--- src/rtl/spi_pkg.sv ---
// Shared types and constants for the SPI core: slave FSM states, spi_mode encodings, frame width
// and bit-order helpers for the shift registers.
package spi_pkg;

   localparam int unsigned FrameWidth = 8;
   localparam int unsigned CntWidth   = 3;

   localparam logic [1:0] SpiModeRun  = 2'b00;
   localparam logic [1:0] SpiModeWait = 2'b01;

   typedef enum logic [1:0] {
      StIdle,
      StArmed,
      StShift,
      StDone
   } slv_state_e;

   function automatic logic tx_first_bit(input logic [FrameWidth-1:0] data, input logic lsb);
      return lsb ? data[0] : data[FrameWidth-1];
   endfunction

   // Vacated positions fill with 1 so an exhausted register idles MISO high.
   function automatic logic [FrameWidth-1:0] tx_shift(input logic [FrameWidth-1:0] data,
                                                      input logic lsb);
      return lsb ? {1'b1, data[FrameWidth-1:1]} : {data[FrameWidth-2:0], 1'b1};
   endfunction

   function automatic logic [FrameWidth-1:0] rx_shift(input logic [FrameWidth-1:0] data,
                                                      input logic lsb, input logic din);
      return lsb ? {din, data[FrameWidth-1:1]} : {data[FrameWidth-2:0], din};
   endfunction

endpackage

--- src/rtl/spi_sync_edge.sv ---
// Two-flop synchronizer for an asynchronous SPI pin, plus rise/fall detection against a
// one-cycle-delayed copy of the synchronized level.
module spi_sync_edge #(
   parameter logic ResetVal = 1'b0
) (
   input  logic PCLK,
   input  logic PRESET_n,
   input  logic d_i,
   output logic q_o,
   output logic rise_o,
   output logic fall_o
);

   // [1:0] synchronizer stages, [2] delayed copy for edge detection
   logic [2:0] sync_q;

   always_ff @(posedge PCLK or negedge PRESET_n) begin
      if (!PRESET_n) begin
         sync_q <= {3{ResetVal}};
      end else begin
         sync_q <= {sync_q[1:0], d_i};
      end
   end

   assign q_o    = sync_q[1];
   assign rise_o = sync_q[1] & ~sync_q[2];
   assign fall_o = ~sync_q[1] & sync_q[2];

endmodule

--- src/rtl/spi_slave_responder.sv ---
// Slave-side SPI engine: oversamples SS/SCLK/MOSI in the PCLK domain, shifts MISO, delivers bytes.
// Optional overrun detection is enabled by defining SPI_SLV_OVERRUN_EN.
module spi_slave_responder
   import spi_pkg::*;
(
   input  logic                  PCLK,
   input  logic                  PRESET_n,
   input  logic                  mstr_i,
   input  logic                  spiswai_i,
   input  logic [1:0]            spi_mode_i,
   input  logic                  cpol_i,
   input  logic                  cpha_i,
   input  logic                  lsbfe_i,
   input  logic                  ss_i,
   input  logic                  sclk_i,
   input  logic                  mosi_i,
   output logic                  miso_o,
   output logic                  miso_oe_o,
   input  logic [FrameWidth-1:0] data_tx_i,
   input  logic                  send_data_i,
   input  logic                  rx_read_i,
   output logic [FrameWidth-1:0] data_rx_o,
   output logic                  receive_data_o,
   output logic                  tip_o,
   output logic                  overrun_o
);

   localparam logic [CntWidth-1:0] LastBit = CntWidth'(FrameWidth - 1);

   logic ss_s, ss_fall, ss_rise, sclk_s, sclk_rise, sclk_fall, mosi_s, mosi_rise, mosi_fall;
   logic unused_sync;

   spi_sync_edge #(.ResetVal(1'b1)) u_sync_ss (
      .PCLK    (PCLK),
      .PRESET_n(PRESET_n),
      .d_i     (ss_i),
      .q_o     (ss_s),
      .rise_o  (ss_rise),
      .fall_o  (ss_fall)
   );

   spi_sync_edge #(.ResetVal(1'b0)) u_sync_sclk (
      .PCLK    (PCLK),
      .PRESET_n(PRESET_n),
      .d_i     (sclk_i),
      .q_o     (sclk_s),
      .rise_o  (sclk_rise),
      .fall_o  (sclk_fall)
   );

   spi_sync_edge #(.ResetVal(1'b0)) u_sync_mosi (
      .PCLK    (PCLK),
      .PRESET_n(PRESET_n),
      .d_i     (mosi_i),
      .q_o     (mosi_s),
      .rise_o  (mosi_rise),
      .fall_o  (mosi_fall)
   );

   assign unused_sync = ss_rise ^ sclk_s ^ mosi_rise ^ mosi_fall;

   slv_state_e            state_q, state_d;
   logic [CntWidth-1:0]   cnt_q, cnt_d;
   logic [FrameWidth-1:0] tx_hold_q, tx_sr_q, tx_sr_d, rx_sr_q, rx_sr_d, data_rx_q, data_rx_d;
   logic                  miso_q, miso_d, lsbfe_q, lsbfe_d;

   logic                  active, lead_edge, trail_edge, sample_edge, shift_edge, lsb_sel;
   logic [FrameWidth-1:0] load_sr, rx_next;
   logic                  load_miso;

   assign active = !mstr_i && ((spi_mode_i == SpiModeRun) ||
                               ((spi_mode_i == SpiModeWait) && !spiswai_i));

   assign lead_edge   = cpol_i ? sclk_fall : sclk_rise;
   assign trail_edge  = cpol_i ? sclk_rise : sclk_fall;
   assign sample_edge = cpha_i ? trail_edge : lead_edge;
   assign shift_edge  = cpha_i ? lead_edge : trail_edge;

   // Bit order is taken live at frame start, then held in lsbfe_q for the rest of the frame.
   assign lsb_sel   = (state_q == StIdle) ? lsbfe_i : lsbfe_q;
   assign load_sr   = cpha_i ? tx_hold_q : tx_shift(tx_hold_q, lsb_sel);
   assign load_miso = cpha_i ? miso_q : tx_first_bit(tx_hold_q, lsb_sel);
   assign rx_next   = rx_shift(rx_sr_q, lsbfe_q, mosi_s);

   always_comb begin
      state_d   = state_q;
      cnt_d     = cnt_q;
      tx_sr_d   = tx_sr_q;
      rx_sr_d   = rx_sr_q;
      data_rx_d = data_rx_q;
      miso_d    = miso_q;
      lsbfe_d   = lsbfe_q;
      unique case (state_q)
         StIdle: begin
            cnt_d = '0;
            if (active && ss_fall) begin
               state_d = StArmed;
               lsbfe_d = lsbfe_i;
               tx_sr_d = load_sr;
               miso_d  = load_miso;
            end
         end
         StArmed, StShift: begin
            if (!active) begin
               state_d = StIdle;
               cnt_d   = '0;
            end else if (sample_edge && (cnt_q == LastBit)) begin
               // A completing sample wins over a simultaneous SS release.
               state_d   = StDone;
               cnt_d     = '0;
               rx_sr_d   = rx_next;
               data_rx_d = rx_next;
            end else if (ss_s) begin
               state_d = StIdle;
               cnt_d   = '0;
            end else if (sample_edge) begin
               state_d = StShift;
               cnt_d   = cnt_q + 1'b1;
               rx_sr_d = rx_next;
            end else if (shift_edge && (cpha_i || (state_q == StShift))) begin
               // With cpha=0 the trailing edge before the first sample must not shift.
               miso_d  = tx_first_bit(tx_sr_q, lsbfe_q);
               tx_sr_d = tx_shift(tx_sr_q, lsbfe_q);
            end
         end
         StDone: begin
            tx_sr_d = load_sr;
            miso_d  = load_miso;
            state_d = (ss_s || !active) ? StIdle : StArmed;
         end
      endcase
   end

   always_ff @(posedge PCLK or negedge PRESET_n) begin
      if (!PRESET_n) begin
         state_q   <= StIdle;
         cnt_q     <= '0;
         tx_hold_q <= 8'hFF;
         tx_sr_q   <= 8'hFF;
         rx_sr_q   <= '0;
         data_rx_q <= '0;
         miso_q    <= 1'b1;
         lsbfe_q   <= 1'b0;
      end else begin
         state_q   <= state_d;
         cnt_q     <= cnt_d;
         tx_sr_q   <= tx_sr_d;
         rx_sr_q   <= rx_sr_d;
         data_rx_q <= data_rx_d;
         miso_q    <= miso_d;
         lsbfe_q   <= lsbfe_d;
         if (send_data_i) begin
            tx_hold_q <= data_tx_i;
         end
      end
   end

   assign miso_o         = miso_q;
   assign miso_oe_o      = (state_q != StIdle);
   assign tip_o          = (state_q != StIdle);
   assign receive_data_o = (state_q == StDone);
   assign data_rx_o      = data_rx_q;

`ifdef SPI_SLV_OVERRUN_EN
   logic rx_full_q, rx_full_d, overrun_q, overrun_d;

   always_comb begin
      rx_full_d = rx_full_q;
      overrun_d = overrun_q;
      if (receive_data_o) begin
         rx_full_d = 1'b1;
      end else if (rx_read_i) begin
         rx_full_d = 1'b0;
      end
      if (rx_read_i) begin
         overrun_d = 1'b0;
      end else if (receive_data_o && rx_full_q) begin
         overrun_d = 1'b1;
      end
   end

   always_ff @(posedge PCLK or negedge PRESET_n) begin
      if (!PRESET_n) begin
         rx_full_q <= 1'b0;
         overrun_q <= 1'b0;
      end else begin
         rx_full_q <= rx_full_d;
         overrun_q <= overrun_d;
      end
   end

   assign overrun_o = overrun_q;
`else
   logic unused_rx_read;
   assign unused_rx_read = rx_read_i;
   assign overrun_o      = 1'b0;
`endif

endmodule

--- config.mk ---
export PLATFORM = sky130hd
export DESIGN_NAME = spi_slave_responder
export DESIGN_NICKNAME = d
export VERILOG_FILES = /design/src/rtl/spi_pkg.sv /design/src/rtl/spi_sync_edge.sv /design/src/rtl/spi_slave_responder.sv
export SDC_FILE = /design/constraint.sdc
export NUM_CORES = 1
export LEC_CHECK = 0
export CORE_MARGIN = 1.5
export CORE_UTILIZATION = 40
export DETAILED_ROUTE_END_ITERATION = 16
export PLACE_DENSITY_LB_ADDON = 0.12
export SLEW_MARGIN = 0
export SYNTH_ARGS = -nofsm -noshare
export SYNTH_HDL_FRONTEND = slang
export SYNTH_SLANG_ARGS = --single-unit
--- constraint.sdc ---
create_clock -name PCLK -period 2 [get_ports PCLK]
set_input_delay 0.4 -clock PCLK [delete_from_list [all_inputs] [get_ports PCLK]]
set_output_delay 0.4 -clock PCLK [all_outputs]
set_load 0.01 [all_outputs]
[After elaboration in Yosys (flattened, before gate mapping)]
Cells that the tools add are included.
Word-level totals
  flip-flop bits (word level): 47
  output and inout port bits: 13
  input bits: 22
  logic and storage cells: 95
Cells by class
  add/sub/neg operators: 1
  muxes and demuxes: 41
  reductions and logical operators: 23
  equality and inequality tests: 13
  bitwise logic cells: 6
Operator list (count)
  8-bit two-way mux: 13
  8-bit case mux with 3 select lines: 1
  1-bit two-way mux: 15
  3-bit two-way mux: 4
  2-bit != test (second input constant): 6
  2-bit two-way mux: 5
  2-bit case mux with 3 select lines: 1
  3-bit case mux with 2 select lines: 1
  2-bit AND reduction: 3
  6-bit AND reduction: 1
  2-bit nonzero test: 3
  1-bit logical AND: 5
  5-bit by 4-bit != test with 1-bit output (second input constant): 1
  2-bit by 1-bit equality test with 1-bit output (second input constant): 2
  2-bit equality test (second input constant): 2
  2-bit zero test: 2
  4-bit AND reduction: 1
  3-bit by 1-bit adder with 3-bit output (second input constant): 1
  1-bit AND: 3
  3-bit equality test (second input constant): 1
  1-bit zero test: 3
  1-bit logical OR: 3
  1-bit inverter: 3
  1-bit case mux with 3 select lines: 1
  other kinds (3): 3

[Logic depth before layout (Yosys ltp)]
  depth after elaboration: 11
  gate-level depth with buffers: 8
  mapped depth without buffers: 7

[Modules after synthesis]
Synthesis repeated with hierarchy kept, for this count alone.
Unflattened totals
  cells, all modules: 226
  area total of the unflattened synthesis: 2454.9 sq um
By module, submodules not included
  spi_slave_responder: sequential area each 997.2 sq um, area an instance 2180.8 sq um, cells each 211, times used 1
  spi_sync_edge at u_sync_mosi ...: sequential area each 75.1 sq um, area an instance 90.1 sq um, cells each 5, times used 2
  spi_sync_edge at u_sync_ss: sequential area each 78.8 sq um, area an instance 93.8 sq um, cells each 5, times used 1

[Worst setup path after synthesis]
No wires, ideal clock.
  path type: reg-to-reg
  from: register state_q[0]
  to: register miso_q (netlist: miso_o)
  library setup time: 82 ps
  arrival: 1795 ps
  required time: 1918 ps
  stages on the path, launching flop included: 8
  slack: 123 ps
  period minus slack after synthesis: 1877 ps
  buffers on the path: 1
  path through: dfrtp_1 -> inv_1 -> ha_1 -> mux2i_1 -> clkbuf_1 -> mux2i_1 -> o21ai_0 -> mux2_4
Between the ends
  cells in the longest elaborated chain, start to end: 6
  elaborated cells on any way between the ends: 19
  classes of those cells: eq/ne: 9; mux: 5; reduce/logical: 5
RTL lines
  start, declared: line spi_slave_responder.sv:62  | slv_state_e state_q, state_d;
  start signal, assigned: line spi_slave_responder.sv:136  | state_q <= StIdle;
  start signal, assigned: line spi_slave_responder.sv:145  | state_q <= state_d;
  2-bit zero test: line spi_slave_responder.sv:80, spi_slave_responder.sv:93
  1-bit two-way mux: line spi_slave_responder.sv:80  | assign lsb_sel = (state_q == StIdle) ? lsbfe_i : lsbfe_q;
  1-bit two-way mux: line spi_pkg.sv:19  | return lsb ? data[0] : data[FrameWidth-1];
  1-bit two-way mux: line spi_slave_responder.sv:82  | assign load_miso = cpha_i ? miso_q : tx_first_bit(tx_hold_q, lsb_sel);
  1-bit two-way mux: line spi_slave_responder.sv:96  | if (active && ss_fall) begin
  1-bit case mux with 3 select lines: line spi_slave_responder.sv:93  | unique case (state_q)
  end signal, assigned: line spi_slave_responder.sv:150  | miso_q <= miso_d;
  end, declared: line spi_slave_responder.sv:65  | logic miso_q, miso_d, lsbfe_q, lsbfe_d;
Parallel ways exist; a longest one is shown, timed or not. The select of a mux whose other input is x is not followed.
A chain may end at the register's enable or synchronous reset.

[Worst setup path in the final report]
Ends and elaborated chain as after synthesis.

==> results list <==
- Cells taking the most area after synthesis: sky130_fd_sc_hd__dfrtp_1 28%, sky130_fd_sc_hd__dfstp_2 22%, sky130_fd_sc_hd__mux2_2 7.9%, sky130_fd_sc_hd__o21ai_0 6.8%, sky130_fd_sc_hd__mux2i_1 6.6%
- The flow ran to the end, and the final reports show no timing, DRC or antenna violations.
- Entering global routing, the biggest net connects 32 pins.
* Insertion delay of the later-clocked pin in the worst-skew pair: 300 ps
- IR drop worst, VDD: 0.000515 V
* IO buf count: 32
* Synth Flop Type: sky130_fd_sc_hd__dfrtp_1
* Die extent in y: 80.7 um
* Final weighted congestion in routability-driven placement: 0.761
- Aggregate global-route resource usage: 16.1%
- TritonCTS built the clock tree.
- The number of global-route vias before repair came to 1,661.
* First-iteration detailed-routing DRC count: 56
- The tool flagged a number of max-cap violations equal to 0.
* Hold Fails Final Rpt: 0
- Setup fix buffers added after clock tree synthesis: 0
- After floorplanning, the core was sized to cover 0.00589 sq mm.
- Final Routed Wirelength: 4890 um
* RSZ-0062 raised after global routing: no
- At the worst endpoint, the required time is 2230 ps.
* Cell accounting for the most synthesized area: sky130_fd_sc_hd__dfrtp_1
* Max Root-Sink Buffers: 2
* TritonCTS buffer count: 5
* Slowest-stage cell, CP: sky130_fd_sc_hd__a311oi_4
* Final-report setup violation count: 0
- The min-delay analysis places its worst path in the category primary input to asynchronous set/reset pin.
* CP max FO: 17
* Start-to-end type of the worst setup path: register to register
* Total global routing overflow: 0
- Of the post-synthesis cell area, the dominant cell type holds 28.0%.
- Maximum clock rate: 524 MHz
- Max stage delay on crit path: 450 ps
- The synthesized netlist occupies a cell area of 0.00242 sq mm.
- Initial core utilization: 41.1%
* # rows: 28
* Worst reg-to-reg setup slack: 90 ps
- Post-synthesis cell type count: 33
- Final Max Slew Viols: 0
- Summing the sequential cell areas from Yosys gives 49.7% of the chip area.
* Final std cells w/o fill: 355
- Wire length per cell: 13.8 um
* Critical Path Source: state_q[0]
- Cells after synthesis: 231
* CP arrival: 2140 ps
* Drt via density: 4.99
* Number of cells in the design after placement: 346
- Fin util: 52.1%
- The final route contains 1,772 vias.
- Number of search-and-repair iterations in the first detailed-routing pass: 4
- In the finished design, the share of the clock period the worst path needs comes to 95.5%.
- Pwr Density: 1080 mW/mm^2
- The average instance in the mapped netlist occupies 10.5 sq um.
- Element type at the critical path end: register
- Count of flip-flops with a built-in enable after synthesis: 0
- Detailed placement finished with a half-perimeter wire length of 3500 um.
- Area of the die: 0.00652 sq mm
- Final critical path time including I/O delays and setup: 1910 ps
- Synthesis produced a netlist with a net count of 259.
- Antenna viol nets, final: 0
* Wire length of the first global-routing pass: 8070 um
- The area growth from synthesis to layout is 27.0%.
- The worst setup path is launched from a register.
- # nets final: 307
* DRC errors left: 0
- In this run the count of I/O pins placed on the die edge is 35.
* Clock-pin slew reported for the worst setup and hold paths after clock tree synthesis: 100 ps
- In this run the critical register-to-register path is launched from state_q[0].
* Antenna violations before repair: 0
* Yosys warnings: 0
- The tree built by TritonCTS fans out to 47 sinks.
- Number of synthesized register bits: 47
* Die W: 80.7 um
* Reg2Reg Capture Point: miso_o
* Number of H-tree levels: 2
* Depth of the worst register-to-register path: 6
- Layout cells sized above 1: 27.9%
* Static power due to leakage: 1.36 nW
* Fraction of registers with async set/reset: 100%
* Final antenna diode count: 0
- In this run the clock root is driven by a sky130_fd_sc_hd__clkbuf_8.
- List of most frequent post-synthesis cells: 38 x sky130_fd_sc_hd__nand2_1, 33 x sky130_fd_sc_hd__o21ai_0, 27 x sky130_fd_sc_hd__dfrtp_1, 20 x sky130_fd_sc_hd__dfstp_2, 17 x sky130_fd_sc_hd__mux2_2
- Yosys instantiated no cell more often than sky130_fd_sc_hd__nand2_1.
- On the final layout, the worst clock skew is 7.07 ps.
* Cell-by-cell listing of the critical path: inv_1 > ha_4 > buf_4 > a311oi_4 > o21ai_2 > mux2_4
- Number of buffers inserted by hold repair at cts: 0
-- where the power goes --
part / switching [mW] / internal, mW
logic: 0.704 / 0.707
clock network: 0.338 / 0.244
registers: 0.120 / 1.20
total: 1.16 / 2.15
-- layout by cell type, fill, tap and decap left out, drive strengths merged, types with 3 or more instances in the layout --
master         synthesis  final
a21oi                  8      8
a31oi                  6      6
buf                    6     22
clkbuf                 6      5
clkdlybuf4s50          0     23
dfrtp                 27     27
dfstp                 20     20
dlymetal6s2s           0      6
ha                     6      6
inv                    9      9
mux2                  18     18
mux2i                 16     16
nand2                 38     38
nand2b                 3      3
nand3                  3      3
nand3b                 3      3
nor2                  10     10
nor3b                  3      3
o211ai                 4      4
o21ai                 34     34
-- area by class of cell --
cell class | count | area [sq um]
Fill cell | 551 | 2820
Sequential cell | 47 | 1200
Multi-Input combinational cell | 163 | 1150
Timing Repair Buffer | 53 | 499
Tap cell | 75 | 93.8
Clock buffer | 5 | 68.8
Inverter | 9 | 33.8
Clock inverter | 3 | 20.0
-- worst max path at each step --
stage / to
floorplan: miso_o
global placement: tx_sr_q[3]
detailed placement: tx_sr_q[1]
CTS: miso_o
global route: miso_o
finish: miso_o
-- layer usage --
| metal | global-route usage [%] | share of wire (%) | vias to the layer above |
|---|---|---|---|
| met3 | 3.15 | 3.4 | 4 |
| met1 | 22.6 | 51 | 843 |
| li1 | - | - | 898 |
| met2 | 25.1 | 44 | 27 |
| met5 | 0 | 0 | - |
| met4 | 5.17 | 1.0 | 0 |
-- worst max-delay path, delay by kind of cell, from the launching register on --
family | cells | cell delay [ps]
AOI/OAI and AO/OA | 2 | 560
DFF | 1 | 410
buffers and inverters | 2 | 340
muxes | 1 | 300
adders and majority gates | 1 | 240
-- registers in the layout, indices dropped and copies added, names as in the netlist --
register / count
u_sync_sclk.sync_q: 3
data_rx_o: 8
tx_sr_q: 8
tx_hold_q: 8
u_sync_mosi.sync_q: 2
rx_sr_q: 8
cnt_q: 3
lsbfe_q: 1
miso_o: 1
state_q: 2
u_sync_ss.sync_q: 3
-- what timing repair did --
action                                  4_1_cts  5_1_grt
endpoints found under the setup margin       10       30
resized for setup                             4       11
gates cloned                                  0        1
pin swaps                                     1        2
-- kinds of logic after synthesis --
family	synth area share [%]
compound gates	15.8
xor+xnor	0.673
fa+ha+maj	3.11
buf+inv	3.93
flops	49.7
mux	15.2
other cells	0.155
simple gates	11.4
-- metrics by stage --
step / hold slack, ps / TNS, ps / setup slack [ps] / power, mW / instance area, sq um
CTS: 32.0 / 0 / 1.99 / 3.29 / 3020
detailed placement: 335 / -7850 / -366 / 2.70 / 2930
global placement: 334 / -7360 / -316 / 2.68 / 2930
global route: 56.5 / 0 / 2.59 / 3.56 / 3070
floorplan: 104 / 0 / 123 / 2.30 / 2420
finish: 23.8 / 0 / 90.9 / 3.31 / 3070
Power figures use the tool's default switching activity.
==> RTL edit 1: new RTL, same flow settings <==
The package constant `CntWidth` goes from 3 to 4.
--- a/src/rtl/spi_pkg.sv
+++ b/src/rtl/spi_pkg.sv
@@ -5,3 +5,3 @@
    localparam int unsigned FrameWidth = 8;
-   localparam int unsigned CntWidth   = 3;
+   localparam int unsigned CntWidth   = 4;
 
Check against the original RTL: same outputs for any inputs over 10 cycles, from zero or initial values and one cycle with PRESET_n low; that may be too few to reach the edited logic, so the function may still have changed.
==> RTL edit 1 against the original RTL <==
Design area up 4.4%. Count of clock-buffer cells in the layout unchanged. Core utilization grew 1.7 points. Routed wire length grew 0.84%. Setup slack got worse by 0.028 ns. Fmax down 1.4%. Global-route usage rose by 0.65 points. Die area up 2.8%. Clock power grew 7.7%. Synthesized area is 2.9% higher. Sequential cell count grew 1. Power up 26%. Critical endpoint is now receive_data_o. Highest routed layer unchanged.
==> RTL edit 1: results (changes against the original RTL) <==
Synth Area in Adders = 2.52% (-0.59 points)
compound-gate portion of the synthesized area = 13.7% (-2.1 points)
final setup violation count = 0 (unchanged)
Area contributors post-synth = dfrtp_1 (28%), dfstp_2 (21%), mux2_2 (9.5%)
Worst Skew = 0.00992 ns (+0.00285 ns)
share of cells above drive strength 1 = 35.3% (+7.4 points)
CP arrival = 1.54 ns (-0.60 ns)
xor and xnor area share after synthesis = 0.352% (-0.32 points)
gpl congestion = 0.847 (+11%)
Worst-Margin Slew = 0.597 ns
Post-Syn Nets = 249 (-3.9%)
min-delay worst type = in -> async
Peak VDD IR = 0.000513 V (-0.29%)
clock-pin transition on the worst setup and hold timing paths = 0.10 ns (about the same)
DRT Wirelength = 4.93 mm (+0.84%)
port bufs = 32 (unchanged)
via count = 1,790 (+1.0%)
first-pass GRT wire length = 8.45 mm (+4.6%)
Lkg Pwr = 0.00139 uW (+2.6%)
global-route usage over all layers = 16.8% (+0.65 points)
status = completed
asr flop ratio synth = 100% (unchanged)
Skew-Pair Late Insertion Delay = 0.32 ns (+0.02 ns)
DP Wirelength = 3.47 mm (-0.96%)
Synth warnings = 0 (unchanged)
slowest stage cell, crit path = clkdlybuf4s50_1
First DRT Iteration DRCs = 62 (+11%)
CTS HTree Levels = 2 (unchanged)
initial antenna violation count = 0 (unchanged)
CTS root buffer = clkbuf_8
CTS Buffer Depth = 2 (unchanged)
slowest cell delay on critical path = 0.48 ns (+0.03 ns)
critical-path maximum fanout = 2 (-15)
library cells used by synthesis = 40 (+21%)
Final nets = 304 (-0.98%)
largest net degree at the start of global routing = 49 (+53%)
sequential cell area fraction in the yosys report = 49.3% (-0.39 points)
top cells by count, synth = dfrtp_1 (28), mux2_2 (21), nor2_1 (21), dfstp_2 (20)
number of global-route vias before repair = 1,771 (+6.6%)
mux share of post-synthesis cell area = 21.9% (+6.8 points)
TritonCTS Buffers = 5 (unchanged)
==> RTL edit 1: changes by cell type in the layout (fill, tap and decap cells not counted), sizes merged, moves of 6 or more <==
cell / delta
nand2: -22
o21ai: -15
a21oi: +12
nor2: +11
mux2: +10
a31oi: -6
buf: +6
dlymetal6s2s: -6
==> RTL edit 1: kinds of logic (layout without fill, tap and decap cells) <==
family	count (synthesis)	after routing
AOI/OAI and AO/OA	52	52
and+or+nand+nor	50	50
muxes	48	48
DFF	48	48
buffers and inverters	17	73
adders and majority gates	5	5
other	1	1
xor gates and xnor gates	1	1
==> RTL edit 1: worst paths after layout <==
check	from	end	cells past startpoint	slack [ns]
max	state_q[0]	receive_data_o	3	0.06
min	PRESET_n	cnt_q[3]	2	0.17
max reg2reg	state_q[0]	tx_sr_q[6]	8	0.09
min reg2reg	u_sync_sclk.sync_q[0]	u_sync_sclk.sync_q[1]	0	0.36
max in group asynchronous	PRESET_n	lsbfe_q	2	1.43
min in group PCLK	u_sync_sclk.sync_q[0]	u_sync_sclk.sync_q[1]	0	0.36
==> RTL edit 1: per-layer routing <==
metal / wire length, um / share of wire (%) / vias to the layer above / global-route usage (%)
li1: - / - / 896 / -
met1: 2490 / 50 / 853 / 23.6
met2: 2180 / 44 / 34 / 25.2
met3: 195 / 4.0 / 7 / 3.67
met4: 65 / 1.3 / 0 / 6.10
met5: 0 / 0 / - / 0
==> RTL edit 1: through the flow <==
step                      area [um^2]  setup slack (ns)  instances
final                            3210            0.0634        353
after CTS                        3190          0.000671        352
after global routing             3210           -0.0146        353
after floorplan                  2500           0.00651        222
after detailed placement         3040            -0.412        341
after global placement           3040            -0.402        341
==> RTL edit 1: timing repair <==
item | 4_1_cts | 5_1_grt
buffers inserted | 2 | 1
gates cloned | 1 | 0
endpoints found under the hold margin | 0 | 0
gates resized for setup | 12 | 12
pin swaps | 3 | 2
setup endpoints to repair | 16 | 12
==> RTL edit 1: worst max-delay path: cells and delay by family, from the launching register on <==
| kind | cells | cell delay [ns] |
|---|---|---|
| fa+ha+maj | 1 | 0.21 |
| flops | 1 | 0.40 |
| buf+inv | 2 | 0.62 |
==> RTL edit 1: report_power, final <==
| group | leakage [uW] | switching, uW | internal (uW) |
|---|---|---|---|
| clock | 0.0000491 | 369 | 258 |
| combinational | 0.000769 | 877 | 1240 |
| sequential | 0.000573 | 164 | 1280 |
| total | 0.00139 | 1410 | 2770 |
==> RTL edit 1: final cells by class <==
class	instances	area, um^2
fill	582	2750
inverter	6	22.5
clock buffer	5	68.8
sequential	48	1230
timing repair buffer	59	546
clock inverter	3	26.3
multi-input combinational	157	1220
tap	75	93.8
==> RTL edit 2: new RTL, same settings <==
Made on the original files. Register the outputs `miso_oe_o`, `receive_data_o` and `tip_o`; this adds one clock of latency there. The other outputs are not delayed to match.
--- a/src/rtl/spi_slave_responder.sv
+++ b/src/rtl/spi_slave_responder.sv
@@ -158,5 +158,7 @@
    assign miso_o         = miso_q;
-   assign miso_oe_o      = (state_q != StIdle);
-   assign tip_o          = (state_q != StIdle);
-   assign receive_data_o = (state_q == StDone);
+   always_ff @(posedge PCLK) begin
+      miso_oe_o      <= (state_q != StIdle);
+      receive_data_o <= (state_q == StDone);
+      tip_o          <= (state_q != StIdle);
+   end
    assign data_rx_o      = data_rx_q;
Check against the original RTL: not equivalent (a bounded check fails within 4 cycles, from zero or initial values and one cycle with PRESET_n low).
==> RTL edit 2 against the original RTL <==
Power rose by 2.7%. Routed wire length decreased by 1.5%. Via count increased by 1.2%. Core utilization is 0.83 points higher. Sequential cell count up 2. Synthesized area up 1.6%. Setup slack improved by 0.058 ns. Global-route usage fell by 0.57 points. Design area increased by 2.2%. Critical endpoint unchanged.
==> RTL edit 2: results (changes against the original RTL) <==
status = completed
dpl cell area = 0.00296 mm^2 (+1.0%)
top cells by count, synth = nand2_1 (39), o21ai_0 (33), dfrtp_1 (27), dfstp_2 (20), mux2_2 (17)
Skew-Pair Late Insertion Delay = 0.30 ns (about the same)
CP arrival = 2.09 ns (-0.05 ns)
initial antenna violation count = 1 (+1)
Synth Area in Adders = 3.06% (-0.047 points)
number of global-route vias before repair = 1,635 (-1.6%)
sequential cell area fraction in the yosys report = 50.6% (+0.87 points)
share of cells above drive strength 1 = 27.9% (+0.058 points)
Slew Limit Fails = 0 (unchanged)
Lkg Pwr = 0.00137 uW (+0.65%)
NonClk Buf Share = 16.2% (-0.071 points)
Worst setup EP type = register
xor and xnor area share after synthesis = 0.663% (-0.010 points)
CLK BUF = 6 (+1)
first-pass GRT wire length = 7.80 mm (-3.4%)
compound-gate portion of the synthesized area = 15.6% (-0.19 points)
Cell Int Power = 2250 uW (+4.7%)
reg2reg setup slack = 0.15 ns (+0.06 ns)
Crit. Startpoint = state_q[0]
cell count of the worst reg-to-reg path = 7 (+1)
asr flop ratio synth = 95.9% (-4.1 points)
Seq area share = 39.6% (+0.43 points)
Synth warnings = 0 (unchanged)
Sink Count = 49 (+4.3%)
post-CTS setup buffers = 0 (unchanged)
gpl congestion = 0.743 (-2.4%)
Synth top area share = 27.5% (-0.43 points)
Clock-cell share = 3.07% (+0.18 points)
WL/cell = 13.4 um (-2.6%)
mux share of post-synthesis cell area = 14.9% (-0.23 points)
inverters = 9 (unchanged)
Peak VDD IR = 0.000550 V (+6.9%)
Fillers = 540 (-2.0%)
dominant synthesized flop cell = dfrtp_1
critical-path maximum fanout = 6 (-11)
# diodes = 1 (+1)
slowest cell delay on critical path = 0.42 ns (-0.03 ns)
largest net degree at the start of global routing = 24 (-25%)
DP Wirelength = 3.53 mm (+0.99%)
Die Area = 0.00662 mm^2 (+1.5%)
post_cts resized = 4 (unchanged)
hold-fix buffers at CTS = 1 (+1)
Multi-input comb cells = 163 (unchanged)
Area contributors post-synth = dfrtp_1 (28%), dfstp_2 (21%), mux2_2 (7.8%)
Hold Path Origin = u_sync_mosi.sync_q[0]
CTS root buffer = clkbuf_8
Post-Syn Nets = 261 (+0.77%)
min-delay worst type = reg -> reg
Final nets = 310 (+0.98%)
footprint of the multi-input gates = 0.00116 mm^2 (+0.76%)
TritonCTS Buffers = 5 (unchanged)
global-route usage over all layers = 15.6% (-0.57 points)
Non-clock buffers = 54 (+1.9%)
via count = 1,793 (+1.2%)
slowest stage cell, crit path = dfrtp_1
First DRT Iteration DRCs = 85 (+52%)
library cells used by synthesis = 35 (+6.1%)
Worst Skew = 0.00470 ns (-0.00237 ns)
-- RTL edit 2: metal layers --
metal  up-vias  routed length (um)  track usage (%)  share of wire [%]
li1        910                   -                -                  -
met1       857                2370             21.3                 49
met2        21                2200             23.6                 46
met3         5                 174             4.27                3.6
met4         0                  65             5.17                1.4
met5         -                   0                0                  0
-- RTL edit 2: power by group through the flow --
stage          combinational (uW)  clock [uW]  sequential (uW)
6_report                     1420         605             1380
5_1_grt                      1570         671             1410
4_1_cts                      1360         638             1380
3_5_place_dp                 1340           0             1400
3_3_place_gp                 1320           0             1390
2_1_floorplan                 989           0             1370
-- RTL edit 2: stage by stage --
stage	cells	setup WS (ns)	util (%)	hold slack [ns]
after floorplan	233	0.123	-	0.104
after global placement	347	-0.341	50.0	0.314
after detailed placement	347	-0.374	50.0	0.314
after CTS	356	0.0126	51.9	0.362
after global routing	359	0.0408	53.0	0.368
final	359	0.149	53.0	0.355
